<file path="src/rtl/pal_sched_pkg.sv">
// Shared state encoding, default timing constants and a width helper for the
// PAL line scheduler.
package pal_sched_pkg;

    typedef enum logic [1:0] {
        PASS  = 2'd0,
        ARM_A = 2'd1,
        ARM_B = 2'd2,
        PAD   = 2'd3
    } sched_state_t;

    localparam int DEF_LINE_CLKS   = 912;
    localparam int DEF_HS_CLKS     = 67;
    localparam int DEF_PAD_A_LINES = 25;
    localparam int DEF_PAD_B_LINES = 25;

    // Bits needed to hold 0..max_val, never less than one.
    function automatic int cnt_width(input int max_val);
        return (max_val < 2) ? 1 : $clog2(max_val + 1);
    endfunction

endpackage

</file>
<file path="src/rtl/sync_edge_det.sv">
// Active-low sync edge detector. With PAL_SCHED_SYNC_EN defined the input first
// passes a 2-flop synchroniser; otherwise it is treated as synchronous to clk.
module sync_edge_det
    import pal_sched_pkg::*;
(
    input  logic clk,
    input  logic rst,
    input  logic din,
    output logic level,
    output logic rise,
    output logic fall
);

    logic prev;

`ifdef PAL_SCHED_SYNC_EN
    logic [1:0] sync;

    always_ff @(posedge clk) begin
        if (rst) sync <= 2'b11;
        else     sync <= {sync[0], din};
    end

    assign level = sync[1];
`else
    assign level = din;
`endif

    // Reset to the idle (high) level so a held-high input never reads as an edge.
    always_ff @(posedge clk) begin
        if (rst) prev <= 1'b1;
        else     prev <= level;
    end

    assign rise = ~prev & level;
    assign fall = prev & ~level;

endmodule

</file>
<file path="src/rtl/pal_line_scheduler.sv">
// Freezes the VDG and synthesises blank-line hsync to stretch a 262-line field
// to 312 lines. Build option PAL_SCHED_SYNC_EN adds input synchronisers.
//
// state | meaning
// PASS  | VDG runs, hs_out follows sampled hs_n
// ARM_A | fs_n fell, waiting for next hs_n fall to start block A
// ARM_B | fs_n rose, waiting for next hs_n fall to start block B
// PAD   | VDG frozen, generating pad_target blank lines
module pal_line_scheduler
    import pal_sched_pkg::*;
#(
    parameter int LINE_CLKS   = DEF_LINE_CLKS,
    parameter int HS_CLKS     = DEF_HS_CLKS,
    parameter int PAD_A_LINES = DEF_PAD_A_LINES,
    parameter int PAD_B_LINES = DEF_PAD_B_LINES
) (
    input  logic clk,
    input  logic rst,
    input  logic pal_en,
    input  logic hs_n,
    input  logic fs_n,
    output logic vdg_clk_en,
    output logic hs_out,
    output logic pad_active
);

    localparam int LW = cnt_width(LINE_CLKS - 1);
    localparam int PW = cnt_width((PAD_A_LINES > PAD_B_LINES) ? PAD_A_LINES : PAD_B_LINES);
    localparam logic [LW-1:0] LINE_LAST = LW'(LINE_CLKS - 1);
    localparam logic [LW-1:0] HS_END    = LW'(HS_CLKS);
    localparam logic [PW-1:0] TGT_A     = PW'(PAD_A_LINES);
    localparam logic [PW-1:0] TGT_B     = PW'(PAD_B_LINES);
    localparam logic          A_EN      = 1'(PAD_A_LINES > 0);
    localparam logic          B_EN      = 1'(PAD_B_LINES > 0);

    sched_state_t  state, state_nxt;
    logic [LW-1:0] line_cnt, line_nxt;
    logic [PW-1:0] pad_cnt, pad_nxt, pad_target, target_nxt;
    logic          pend_a, pend_a_nxt, pend_b, pend_b_nxt, b_first, b_first_nxt;
    logic          hs_out_nxt;
    logic          hs_level, hs_fall, hs_rise_unused;
    logic          fs_level_unused, fs_rise, fs_fall;

    sync_edge_det u_hs_det (
        .clk   (clk),
        .rst   (rst),
        .din   (hs_n),
        .level (hs_level),
        .rise  (hs_rise_unused),
        .fall  (hs_fall)
    );

    sync_edge_det u_fs_det (
        .clk   (clk),
        .rst   (rst),
        .din   (fs_n),
        .level (fs_level_unused),
        .rise  (fs_rise),
        .fall  (fs_fall)
    );

    always_ff @(posedge clk) begin
        if (rst) begin
            state      <= PASS;
            line_cnt   <= '0;
            pad_cnt    <= '0;
            pad_target <= '0;
            pend_a     <= 1'b0;
            pend_b     <= 1'b0;
            b_first    <= 1'b0;
            vdg_clk_en <= 1'b1;
            hs_out     <= 1'b1;
            pad_active <= 1'b0;
        end else begin
            state      <= state_nxt;
            line_cnt   <= line_nxt;
            pad_cnt    <= pad_nxt;
            pad_target <= target_nxt;
            pend_a     <= pend_a_nxt;
            pend_b     <= pend_b_nxt;
            b_first    <= b_first_nxt;
            vdg_clk_en <= (state_nxt != PAD);
            hs_out     <= hs_out_nxt;
            pad_active <= (state_nxt == PAD);
        end
    end

    always_comb begin
        state_nxt   = state;
        line_nxt    = line_cnt;
        pad_nxt     = pad_cnt;
        target_nxt  = pad_target;
        pend_a_nxt  = pend_a;
        pend_b_nxt  = pend_b;
        b_first_nxt = b_first;

        // b_first only matters when both flags are set: it records which came first.
        if (state != PASS) begin
            if (!pal_en) begin
                pend_a_nxt = 1'b0;
                pend_b_nxt = 1'b0;
            end else begin
                if (fs_fall && A_EN && !pend_a) begin
                    pend_a_nxt  = 1'b1;
                    b_first_nxt = pend_b;
                end
                if (fs_rise && B_EN && !pend_b) begin
                    pend_b_nxt  = 1'b1;
                    b_first_nxt = !pend_a;
                end
            end
        end

        case (state)
            PASS: begin
                if (pal_en) begin
                    if (fs_fall && A_EN)      state_nxt = ARM_A;
                    else if (fs_rise && B_EN) state_nxt = ARM_B;
                end
            end
            ARM_A, ARM_B: begin
                if (hs_fall) begin
                    state_nxt  = PAD;
                    target_nxt = (state == ARM_A) ? TGT_A : TGT_B;
                    line_nxt   = '0;
                    pad_nxt    = '0;
                end
            end
            PAD: begin
                if (line_cnt == LINE_LAST) begin
                    line_nxt = '0;
                    if (pad_cnt + PW'(1) == pad_target) begin
                        if (pend_a_nxt && (!pend_b_nxt || !b_first_nxt)) begin
                            state_nxt  = ARM_A;
                            pend_a_nxt = 1'b0;
                        end else if (pend_b_nxt) begin
                            state_nxt  = ARM_B;
                            pend_b_nxt = 1'b0;
                        end else begin
                            state_nxt  = PASS;
                        end
                    end else begin
                        pad_nxt = pad_cnt + PW'(1);
                    end
                end else begin
                    line_nxt = line_cnt + LW'(1);
                end
            end
            default: state_nxt = PASS;
        endcase

        hs_out_nxt = (state_nxt == PAD) ? (line_nxt >= HS_END) : hs_level;
    end

endmodule

</file>
<file path="config.mk">
export PLATFORM = sky130hd
export DESIGN_NAME = pal_line_scheduler
export DESIGN_NICKNAME = d
export VERILOG_FILES = /design/src/rtl/pal_sched_pkg.sv /design/src/rtl/sync_edge_det.sv /design/src/rtl/pal_line_scheduler.sv
export SDC_FILE = /design/constraint.sdc
export NUM_CORES = 1
export LEC_CHECK = 0
export ABC_AREA = 0
export BUFFER_PORTS_ARGS = -buffer_cell sky130_fd_sc_hd__buf_4
export CAP_MARGIN = 30
export CORE_UTILIZATION = 33
export CTS_BUF_LIST = sky130_fd_sc_hd__clkbuf_8
export DETAILED_ROUTE_END_ITERATION = 10
export SLEW_MARGIN = 15
export SYNTH_ARGS = -nofsm -noshare
export SYNTH_HDL_FRONTEND = slang
export SYNTH_SLANG_ARGS = --single-unit
export TNS_END_PERCENT = 1
</file>
<file path="constraint.sdc">
create_clock -name clk -period 3 [get_ports clk]
set_input_delay 0.6 -clock clk [delete_from_list [all_inputs] [get_ports clk]]
set_output_delay 0.6 -clock clk [all_outputs]
set_load 0.1 [all_outputs]
</file>
# Yosys cells after proc, flatten, opt, wreduce, memory -nomap -nowiden
# Index checks and enable logic that the tools add are counted.
# word_totals
reg_bits	26
latch_bits	0
mem_bits_rw	0
rom_bits	0
inputBits	5
output_inout_bits	3
elab_cells	80
n_memories	0
# op_classes
n_addsub	2
mul	0
div_mod_pow	0
n_lt_le_gt_ge	1
n_eq_ne	10
shifts	0
mux	35
bitwise_logic	6
reduce_logical	14
# op_table
cell	count
10-bit two-way mux	2
10-bit one-hot mux with 2 select lines	1
1-bit two-way mux	19
2-bit two-way mux	8
5-bit two-way mux	3
10-bit by 1-bit adder with 10-bit output, second input constant	1
10-bit == test, second input constant	1
10-bit by 7-bit greater-or-equal comparator with 1-bit output, second input constant	1
5-bit one-hot mux with 2 select lines	1
2-bit != test, second input constant	4
2-bit == test, second input constant	3
2-bit one-hot mux with 3 select lines	1
5-bit by 1-bit adder with 5-bit output, second input constant	1
5-bit == test	1
1-bit logical NOT	4
4-bit AND reduction	1
2-bit nonzero test	2
1-bit bitwise AND	3
1-bit logical AND	3
1-bit inverter	3
2-bit by 1-bit == test with 1-bit output, second input constant	1
2-bit logical NOT	1
2-bit AND reduction	1
2-bit OR reduction	1
1-bit logical OR	1

# Logic depth before layout (Yosys ltp)
# depth
word_depth	16
depth_mapped	10

# Modules after synthesis
# Synthesis repeated with hierarchy kept, for this count alone.
# unflattened
hier_cells	199
hier_area_um2	1559.0
# by_module_without_submodules
module	instances	cells_each	area_per_inst_um2	seq_area_each_um2
pal_line_scheduler	1	189	1463.9	480.5
sync_edge_det	2	5	47.5	20.0

# Worst setup path after synthesis
# Ideal clock, no wire load.
# synth_path
path_kind	register to register
start	register pad_cnt[0]
end	register hs_out
setup_ps	121
arrival_time_ps	2123
required_time_ps	2879
setup_slack_ps	757
path_stages_with_launch	9
n_path_buf	0
synth_period_minus_slack_ps	2243
path_cell_list	dfxtp_1 > ha_1 > nand3_1 > xnor2_1 > o31ai_2 > and2_2 > nand4_1 > a21oi_1 > mux2_2
# synth_between
elab_chain_len	7
# synth_lines
element	line	rtl
start: declaration	pal_line_scheduler.sv:38	logic [PW-1:0] pad_cnt, pad_nxt, pad_target, target_nxt;
start signal: assignment	pal_line_scheduler.sv:77	pad_cnt <= pad_nxt;
5-bit by 1-bit adder with 5-bit output	pal_line_scheduler.sv:132	if (pad_cnt + PW'(1) == pad_target) begin
5-bit == test	pal_line_scheduler.sv:132	
2-bit two-way mux	pal_line_scheduler.sv:132	
2-bit two-way mux	pal_line_scheduler.sv:130	if (line_cnt == LINE_LAST) begin
2-bit one-hot mux with 3 select lines	pal_line_scheduler.sv:114	case (state)
2-bit == test	pal_line_scheduler.sv:152	hs_out_nxt = (state_nxt == PAD) ? (line_nxt >= HS_END) : hs_level;
1-bit two-way mux	pal_line_scheduler.sv:152	
end signal: assignment	pal_line_scheduler.sv:83	hs_out <= hs_out_nxt;
end: declaration	pal_line_scheduler.sv:23	output logic hs_out,
# No other way between the ends.
# A chain may end at the register's enable or synchronous reset.

# Worst setup path after layout
# layout_path
start	register state[0]
end	register hs_out
# layout_between
elab_chain_len	11
elab_cells_between_ends	26
# layout_lines
element	line	rtl
start: declaration	pal_line_scheduler.sv:36	sched_state_t state, state_nxt;
start signal: assignment	pal_line_scheduler.sv:75	state <= state_nxt;
2-bit nonzero test	pal_line_scheduler.sv:98	if (state != PASS) begin
1-bit two-way mux	pal_line_scheduler.sv:98	
1-bit logical NOT	pal_line_scheduler.sv:133	if (pend_a_nxt && (!pend_b_nxt || !b_first_nxt)) begin
1-bit logical OR	pal_line_scheduler.sv:133	
1-bit logical AND	pal_line_scheduler.sv:133	
2-bit two-way mux	pal_line_scheduler.sv:133	
2-bit two-way mux	pal_line_scheduler.sv:132	
2-bit two-way mux	pal_line_scheduler.sv:130	
2-bit one-hot mux with 3 select lines	pal_line_scheduler.sv:114	
2-bit == test	pal_line_scheduler.sv:152	
1-bit two-way mux *	pal_line_scheduler.sv:152	
# Every way passes the cells marked *; elsewhere a longest branch is shown, timed or not.

==> metrics.cfg <==
[outcome]
outcome = finished, final reports clean

[worst_setup_path]
arrival_ns = 2.82
r2r_end = hs_out
startpoint_type = flip-flop
r2r_slack_ns = 0.36
rr_startpoint = state[0]
critPathKind = reg2reg
worstPathMaxFanout = 12
ff2ff_path_depth = 9
worstSetupEndpointType = flip-flop
cp_data_required_time_ns = 3.18

[clocking]
postCtsHoldBufs = 0
clk_pin_slew_worst_paths_ns = 0.10
ctsResizeCount = 0
postCtsSetupBuffers = 0
cts_buffers = 3
cts_tree = built
clk_path_buf_depth = 2
cts_sinks = 26
clock-root-buffer = clkbuf_8
htreeDepth = 1
clk_latency_ns = 0.28

[hold_path]
min_path_type = reg2reg
whs_endpoint = pad_cnt[4]
hold_depth = 2
min-delay-start = pad_cnt[4]

[grt]
grt_pass1_vias = 1292
grt_overflow = 0
grt_usage = 0.1475
grt_antenna_before_repair = 0
grt_max_degree = 25
grt_pass1_wl_um = 6141

[layout]
num_antenna_cells = 0
nFillCells = 518
drive_gt1_frac = 0.1505
final_nets = 216
syn2layout_area_growth_pct = 9.437

[drt]
wl_um = 3503
via_count = 1452
drc = 0
wl_per_cell_um = 12.83
routed_via_density = 5.319
first_iter_violations = 71
drt_first_pass_iters = 4
antenna_left = 0

[logic_synthesis]
ys_seq_elements = 26
netlist-cell-type-count = 56
yosysWarningCount = 0
avgSynthCellArea_um2 = 8.179
synth-edff-count = 0
syn_nets = 210
synthFlopType = dfxtp_1
synthArstFlopShare = 0
synth_area_leaders = dfxtp_1, a21oi_1, nor2_1
ys_seq_area_frac = 0.3166
syn_area_um2 = 1644
syn_inst = 201
synth_top_area_cell = dfxtp_1
synth_top_area_frac = 0.3166

[pwr]
leakage_nw = 0.6195
ir_drop_mv = 0.2277
power_density_nw_per_um2 = 450.6

[sta]
fmax_mhz = 379.1
skew_ns = 0.01185
finalCriticalPeriod_ns = 2.638
fin_crit_sh = 0.8793
hold_viol = 0
rsz0062_at_grt = false
fin_ws_ns = 0.3622
setup-violations-final = 0
maxSlewHeadroom = 0.6177
setup_tns_ns = 0
worst_pin_slew_ns = 0.5735
slew_viol_final = 0

[placement]
dp.final_hpwl_um = 2546
portBuffers = 7
gp_congestion = 0.8210
dp_slack_ns = 0.3652

[flow_run]
cap_violations = 0

[floorplan]
fp.dieArea_um2 = 5269
ioPinCount = 8
core_region_area_um2 = 4755
placement_rows = 25
initial_core_util = 0.3458
die_x_um = 72.59
die_height_um = 72.59

-- cells in the mapped netlist, types with 4 or more instances --
library cell   n
nand2b_1       7
nand3_1        9
o21ai_0       14
or2_2          4
inv_1          8
nor2b_1        5
nor3_1         4
ha_1           4
a21oi_1       18
nand2_1       17
dfxtp_1       26
nor2_1        20
-- cell type report --
type                       instances  area, um^2  share of cell area
timing repair buffer               8       60.06             0.03338
inverter                           8       30.03             0.01669
sequential                        26       520.5              0.2893
clock buffer                       4       55.05             0.03060
tap                               67       83.83             0.04659
multi-input combinational        160        1050              0.5834
-- kinds of logic (layout without fill, tap and decap cells) --
kind of cell,count (synthesis),in the layout,share of synthesized area
simple gates,85,85,0.2831
compound gates,64,64,0.2725
flops,26,26,0.3166
buf+inv,15,20,0.04490
fa+ha+maj,4,4,0.03044
xor+xnor,4,4,0.03273
mux,3,3,0.01979
-- power by group --
part	internal [mW]	switching (mW)	leakage, nW
combinational	0.0657	0.135	0.380
clock	0.118	0.118	0.0288
sequential	0.359	0.0145	0.211
total	0.543	0.268	0.619
-- cells in the final DEF, fill, tap and decap left out, drive strengths merged, types with 4 or more instances in the layout --
master	count
nand3	9
ha	4
dfxtp	26
nand2	17
nor3	4
o21ai	15
nor2b	5
nor2	20
xnor2	4
clkbuf	4
or3	5
a21oi	18
inv	8
buf	8
or2	4
nand2b	7
-- sequential cells by signal (all words and copies together) (netlist names) --
register	cells
pad_target	1
pend_b	1
hs_out	1
u_hs_det.prev	1
state	2
pend_a	1
pad_cnt	5
line_cnt	10
pad_active	1
vdg_clk_en	1
u_fs_det.prev	1
b_first	1
-- through the flow --
step / hold WS [ns] / instance area [um^2] / total power, mW / util / std cells
after global routing: 0.5236 / 1799 / 0.8540 / 0.3784 / 273
after CTS: 0.4983 / 1799 / 0.8162 / 0.3784 / 273
after detailed placement: 0.4829 / 1744 / 0.5813 / 0.3668 / 269
after floorplan: 0.4521 / 1644 / 0.5367 / - / 201
final: 0.4928 / 1799 / 0.8107 / 0.3784 / 273
after global placement: 0.4799 / 1744 / 0.5813 / 0.3668 / 269
-- how the worst max path moves through the flow --
stage | to | from | slack (ns)
6_report | hs_out | state[0] | 0.36
5_1_grt | hs_out | state[0] | 0.06
4_1_cts | hs_out | state[0] | 0.37
3_5_place_dp | hs_out | state[0] | 0.37
3_3_place_gp | hs_out | state[0] | 0.37
2_1_floorplan | hs_out | pad_cnt[0] | 0.76
-- critical path: stages, from the launching register on --
cell	delay (ns)
dfxtp_1	0.45
inv_1	0.07
ha_1	0.34
nand2b_1	0.22
o41ai_1	0.47
a2111oi_2	0.13
nor2_1	0.13
nand4_1	0.17
a21oi_1	0.22
mux2_2	0.34
-- layer usage --
layer / wire, um / GRT usage / vias up
met5: 0 / 0 / -
met4: 52 / 0.05229 / 0
met3: 71 / 0.01934 / 5
met2: 1544 / 0.2222 / 17
met1: 1834 / 0.2152 / 682
li1: - / - / 748
No activity file was read; power rests on OpenSTA's default activity.
